File: config.mk
export PLATFORM = sky130hd
export DESIGN_NAME = dfd_dbus_event_capture
export DESIGN_NICKNAME = d
export VERILOG_FILES = /design/src/rtl/dfd_dbus_event_capture.sv
export SDC_FILE = /design/constraint.sdc
export NUM_CORES = 2
export LEC_CHECK = 0
export CORE_UTILIZATION = 30
export CTS_CLUSTER_DIAMETER = 50
export CTS_CLUSTER_SIZE = 30
export DETAILED_ROUTE_END_ITERATION = 8
export PLACE_DENSITY = 0.56
export SLEW_MARGIN = 20
export SYNTH_ARGS = -nofsm -noshare
export SYNTH_HDL_FRONTEND = slang
export SYNTH_SLANG_ARGS = --single-unit
File: constraint.sdc
create_clock -name clk -period 8.7 [get_ports clk]
set_input_delay 1.74 -clock clk [delete_from_list [all_inputs] [get_ports clk]]
set_output_delay 1.74 -clock clk [all_outputs]
set_load 0.01 [all_outputs]
File: src/rtl/dfd_dbus_event_capture.sv
// Debug bus event capture: detects payload changes on the final debug bus, stamps each change
// with {coarse tick counter, fine stamp from the bus} and queues it for a valid/ready reader.
module dfd_dbus_event_capture #(
    parameter int DEBUG_BUS_WIDTH = 64,
    parameter int FINE_W          = 8,
    parameter int COARSE_W        = 24,
    parameter int FIFO_DEPTH      = 8
) (
    input  logic                                clk,
    input  logic                                reset_n,
    input  logic [DEBUG_BUS_WIDTH-1:0]          debug_bus,
    input  logic                                debug_bus_vld,
    input  logic                                Time_Tick,
    input  logic                                capture_en,
    input  logic                                capture_clr,
    output logic                                evt_valid,
    input  logic                                evt_ready,
    output logic [DEBUG_BUS_WIDTH-FINE_W-1:0]   evt_payload,
    output logic [COARSE_W+FINE_W-1:0]          evt_tstamp,
    output logic [$clog2(FIFO_DEPTH):0]         evt_level,
    output logic                                evt_overflow,
    output logic [15:0]                         drop_count
);

    localparam int PAY_W = DEBUG_BUS_WIDTH - FINE_W;
    localparam int TS_W  = COARSE_W + FINE_W;
    localparam int EVT_W = PAY_W + TS_W;
    localparam int AW    = $clog2(FIFO_DEPTH);
    localparam int LVL_W = AW + 1;

    typedef enum logic [1:0] {
        ST_IDLE  = 2'd0,
        ST_PRIME = 2'd1,
        ST_RUN   = 2'd2
    } state_t;

    state_t             state_r;
    state_t             state_nx_s;
    logic [COARSE_W-1:0] coarse_r;
    logic [PAY_W-1:0]   prev_payload_r;
    logic [EVT_W-1:0]   mem_r [FIFO_DEPTH];
    logic [LVL_W-1:0]   wr_ptr_r;
    logic [LVL_W-1:0]   rd_ptr_r;
    logic [LVL_W-1:0]   wr_ptr_nx_s;
    logic [LVL_W-1:0]   rd_ptr_nx_s;
    logic [LVL_W-1:0]   level_s;
    logic               valid_r;
    logic [LVL_W-1:0]   level_r;
    logic               overflow_r;
    logic [15:0]        drop_count_r;

    logic [PAY_W-1:0]   payload_s;
    logic [EVT_W-1:0]   event_s;
    logic               push_s;
    logic               load_prev_s;
    logic               empty_s;
    logic               full_s;
    logic               pop_s;
    logic               wr_en_s;
    logic               drop_s;

    assign payload_s = debug_bus[DEBUG_BUS_WIDTH-1:FINE_W];
    // The coarse value is the one held this cycle, before any same-cycle tick lands.
    assign event_s   = {payload_s, coarse_r, debug_bus[FINE_W-1:0]};

    // Capture FSM next state and push decision; clear overrides everything.
    always_comb begin
        state_nx_s  = state_r;
        push_s      = 1'b0;
        load_prev_s = 1'b0;
        if (capture_clr) begin
            state_nx_s = capture_en ? ST_PRIME : ST_IDLE;
        end else begin
            case (state_r)
                ST_IDLE: begin
                    if (capture_en) begin
                        state_nx_s = ST_PRIME;
                    end else begin
                        state_nx_s = ST_IDLE;
                    end
                end
                ST_PRIME: begin
                    if (!capture_en) begin
                        state_nx_s = ST_IDLE;
                    end else if (debug_bus_vld) begin
                        push_s      = 1'b1;
                        load_prev_s = 1'b1;
                        state_nx_s  = ST_RUN;
                    end else begin
                        state_nx_s = ST_PRIME;
                    end
                end
                ST_RUN: begin
                    load_prev_s = debug_bus_vld;
                    push_s      = debug_bus_vld & capture_en & (payload_s != prev_payload_r);
                    if (!capture_en) begin
                        state_nx_s = ST_IDLE;
                    end else begin
                        state_nx_s = ST_RUN;
                    end
                end
                default: begin
                    state_nx_s = ST_IDLE;
                end
            endcase
        end
    end

    // FIFO pointer arithmetic; a full FIFO still accepts a push when the head pops that cycle.
    always_comb begin
        level_s = wr_ptr_r - rd_ptr_r;
        empty_s = (level_s == {LVL_W{1'b0}});
        full_s  = (level_s == LVL_W'(FIFO_DEPTH));
        pop_s   = ~empty_s & evt_ready;
        wr_en_s = push_s & (~full_s | pop_s);
        drop_s  = push_s & full_s & ~pop_s;
        if (capture_clr) begin
            wr_ptr_nx_s = {LVL_W{1'b0}};
            rd_ptr_nx_s = {LVL_W{1'b0}};
        end else begin
            wr_ptr_nx_s = wr_ptr_r + {{AW{1'b0}}, wr_en_s};
            rd_ptr_nx_s = rd_ptr_r + {{AW{1'b0}}, pop_s};
        end
    end

    // Control state, counters, pointers and registered status outputs.
    always_ff @(posedge clk or negedge reset_n) begin
        if (!reset_n) begin
            state_r        <= ST_IDLE;
            coarse_r       <= {COARSE_W{1'b0}};
            prev_payload_r <= {PAY_W{1'b0}};
            wr_ptr_r       <= {LVL_W{1'b0}};
            rd_ptr_r       <= {LVL_W{1'b0}};
            valid_r        <= 1'b0;
            level_r        <= {LVL_W{1'b0}};
            overflow_r     <= 1'b0;
            drop_count_r   <= 16'd0;
        end else begin
            state_r  <= state_nx_s;
            wr_ptr_r <= wr_ptr_nx_s;
            rd_ptr_r <= rd_ptr_nx_s;
            valid_r  <= (wr_ptr_nx_s != rd_ptr_nx_s);
            level_r  <= wr_ptr_nx_s - rd_ptr_nx_s;
            if (load_prev_s) begin
                prev_payload_r <= payload_s;
            end else begin
                prev_payload_r <= prev_payload_r;
            end
            if (capture_clr) begin
                coarse_r     <= {COARSE_W{1'b0}};
                overflow_r   <= 1'b0;
                drop_count_r <= 16'd0;
            end else begin
                if (Time_Tick) begin
                    coarse_r <= coarse_r + {{(COARSE_W-1){1'b0}}, 1'b1};
                end else begin
                    coarse_r <= coarse_r;
                end
                if (drop_s) begin
                    overflow_r <= 1'b1;
                    if (drop_count_r != 16'hFFFF) begin
                        drop_count_r <= drop_count_r + 16'd1;
                    end else begin
                        drop_count_r <= drop_count_r;
                    end
                end else begin
                    overflow_r   <= overflow_r;
                    drop_count_r <= drop_count_r;
                end
            end
        end
    end

    // Event storage.
    always_ff @(posedge clk or negedge reset_n) begin
        if (!reset_n) begin
            for (int i = 0; i < FIFO_DEPTH; i++) begin
                mem_r[i] <= {EVT_W{1'b0}};
            end
        end else if (wr_en_s) begin
            mem_r[wr_ptr_r[AW-1:0]] <= event_s;
        end else begin
            mem_r[wr_ptr_r[AW-1:0]] <= mem_r[wr_ptr_r[AW-1:0]];
        end
    end

    assign evt_valid    = valid_r;
    assign evt_level    = level_r;
    assign evt_overflow = overflow_r;
    assign drop_count   = drop_count_r;
    assign evt_payload  = mem_r[rd_ptr_r[AW-1:0]][EVT_W-1:TS_W];
    assign evt_tstamp   = mem_r[rd_ptr_r[AW-1:0]][TS_W-1:0];

endmodule
==> results.tsv <==
metric	value	unit
grt_pass1_vias	34500	
min_period_over_period	64.7	%
die_area	0.146	mm²
final_area	0.0502	mm²
initial_utilization	30.2	%
final_cells	5989	
post-place-cells	5799	
drtPass1Iterations	5	
min-delay-start	mem_r[345]	
netlist_area	0.0433	mm²
max_freq	178	MHz
slowest_delay	0.67	ns
drv_slew	0	
clock-sinks	816	
critPathKind	input port to flip-flop	
run_status	completed	
end_kind	flip-flop	
design.core.area	0.143	mm²
rows	139	
crit_path_cell_trace	clkdlybuf4s50_1 -> xnor2_1 -> nand4_1 -> nor4_1 -> nand4_1 -> buf_4 -> buf_4 -> buf_4 -> and3_1 -> o31ai_2	
drt-initial-drc-count	3468	
syn2layout_area_growth	15.8	%
synth_compound_area_share	21.8	%
synthArstFlopShare	100	%
track_usage	20.1	%
holdWs	0.498	ns
post_cts_buffers	0	
synth_xor_xnor_area_share	1.68	%
crit_top_cell	buf_4	
min_to	mem_r[345]	
clockBufferDepth	3	
cts_hold_buffers	0	
path_buf_inv	4	
p_per_area	262	mW/mm²
yosysWarnings	0	
worst_path_dominant_cell_family	buffers and inverters	
gp_congestion	0.767	
overflow	0	
rsz0062_at_grt	no	
worst_pin_slew	1.18	ns
r2r_setup_slack	4.00	ns
synth_area_leader_cell	dfrtp_1	
hold_violations	0	
ys_top_cells_by_area	dfrtp_1, o31ai_1, mux4_2, nand2_1, a22oi_1	
wire_per_inst	24.8	µm
cts_tree	done	
grt_max_degree	177	
synthSimpleGateAreaFrac	14.6	%
ant_nets	0	
synth_nets	4108	
die_x	382	µm
cp_data_arrival_time	6.23	ns
io_buffers	180	
r2r_cells	9	
totalWireLength	149	mm
h-tree-depth	3	
ys.flop_type	dfrtp_1	
ctsResizeCount	0	
setup_violations	0	
hold_depth	2	
viasPerCell	5.72	
start_kind	input port	
fin_nets	4088	
slew_headroom	21.1	%
place_area	0.0467	mm²
synth_seq_area_share	47.1	%
min_period	5.63	ns
clk_pin_slew	0.06	ns
antenna_found_initial	6	
io_pins	181	
drc	0	
r2r_end	mem_r[676]	
synth.area.mux_share	10.7	%
synth_top_area_share	47.1	%
worst_slack	3.07	ns
ys_types	56	
clk_latency	0.74	ns
ir_drop	145	µV
hpwl	81.5	mm
synth_edf_count	0	
p_leak	19.9	nW
via_count	34300	
drv_cap	0	
preCtsSetupSlack	2.38	ns
crit_slowest_cell	xnor2_1	
cts-root-buf	clkbuf_16	
ys_ff_latch	816	
tns	0	ns
path_max_fanout	40	
syn_inst	4020	
synth-adder-area-share	0.508	%
grt_pass1_wl	225	mm
required	9.31	ns
fin_skew	0.0413	ns
min_path_type	flip-flop to flip-flop	
die_h	382	µm
post_synth.cell_area_avg	10.8	µm²
cts_buffers	102	
drive_above_1_share	16.5	%
worstReg2RegStart	wr_ptr_r[1]	
synth_top_family_by_area	compound AO/OA/AOI/OAI gates	
## placed cells by master (no fill, tap or decap), types with 50 or more instances in the layout
cell type          n
a22oi_1          230
a22o_1            61
o31ai_1          696
mux2_2            59
nand4_1           51
xnor2_1           66
mux4_2           176
nand2_1          991
dfrtp_1          813
a221oi_1          61
nand3_1           76
clkdlybuf4s50_1  178
nor3b_2           55
a21oi_2           50
clkbuf_16        102
## synth_stat cells, types with 29 or more instances
master	instances
mux4_2	176
a22o_1	61
o31ai_1	696
a21oi_4	29
mux2_2	59
buf_2	56
buf_1	45
nor3b_4	31
a221oi_1	61
nand3_1	80
nor2_1	29
a22oi_1	230
a21oi_2	50
clkbuf_1	236
xnor2_1	66
nand4_1	51
dfrtp_1	816
nand2_1	991
nor3b_2	58
## cell families (layout without fill, tap and decap cells)
| logic type | count (synthesis) | count (layout) |
|---|---|---|
| and+or+nand+nor | 1303 | 1303 |
| AOI/OAI and AO/OA | 1193 | 1193 |
| DFF | 816 | 816 |
| buffers and inverters | 372 | 437 |
| muxes | 236 | 236 |
| xor gates and xnor gates | 83 | 83 |
| adders and majority gates | 17 | 17 |
| other | 0 | 1 |
## worst max path at each step
stage / from / endpoint / cells past startpoint
3_3_place_gp: debug_bus[13] / mem_r[646] / 10
6_report: debug_bus[18] / mem_r[382] / 10
3_5_place_dp: debug_bus[18] / mem_r[646] / 10
5_1_grt: rd_ptr_r[1] / evt_payload[28] / 5
2_1_floorplan: rd_ptr_r[1] / evt_level[3] / 21
4_1_cts: rd_ptr_r[1] / evt_payload[18] / 5
## state kept, by name (all words and copies together) (netlist names)
signal / count
coarse_r: 24
rd_ptr_r: 4
prev_payload_r: 56
mem_r: 704
state_r: 2
drop_count: 16
evt_valid: 1
wr_ptr_r: 4
evt_overflow: 1
evt_level: 4
## stage by stage
stage | total power, mW | util (%)
floorplan | 7.11 | -
global placement | 8.80 | 32.5
detailed placement | 8.83 | 32.5
CTS | 13.3 | 35.0
global route | 13.8 | 35.0
finish | 13.2 | 35.0
## routing by layer
layer	GRT usage, %	wire (µm)	vias up	part of all wire (%)
met5	0	53	-	0.036
met2	31.2	67000	1455	45
li1	-	-	15200	-
met3	3.78	11500	264	7.7
met1	28.3	66000	17400	44
met4	6.05	4190	8	2.8
## worst register-to-register path, cell delays in order, from the launching register on
cell and delay, ns:
dfrtp_1 0.99, ha_1 0.39, nor2b_1 0.13, o21a_1 0.18, or3_4 0.40, a31oi_4 0.16
buf_4 0.43, buf_4 0.80, nor3b_2 0.92, o31ai_1 0.12
## report_power, final
group / total, mW / switching (mW) / internal (mW)
combinational: 3.95 / 2.19 / 1.76
sequential: 4.77 / 0.439 / 4.33
clock: 4.45 / 1.86 / 2.58
## cell type report
class                      count  area, µm²
fill                       14300      93300
multi-input combinational   2832      21400
sequential                   816      20400
clock buffer                 123       2730
tap                         1903       2380
timing repair buffer         231       2350
clock inverter                66        796
inverter                      17       66.3
antenna                        1       2.50
Note: power is estimated with default switching activity, not from simulation.
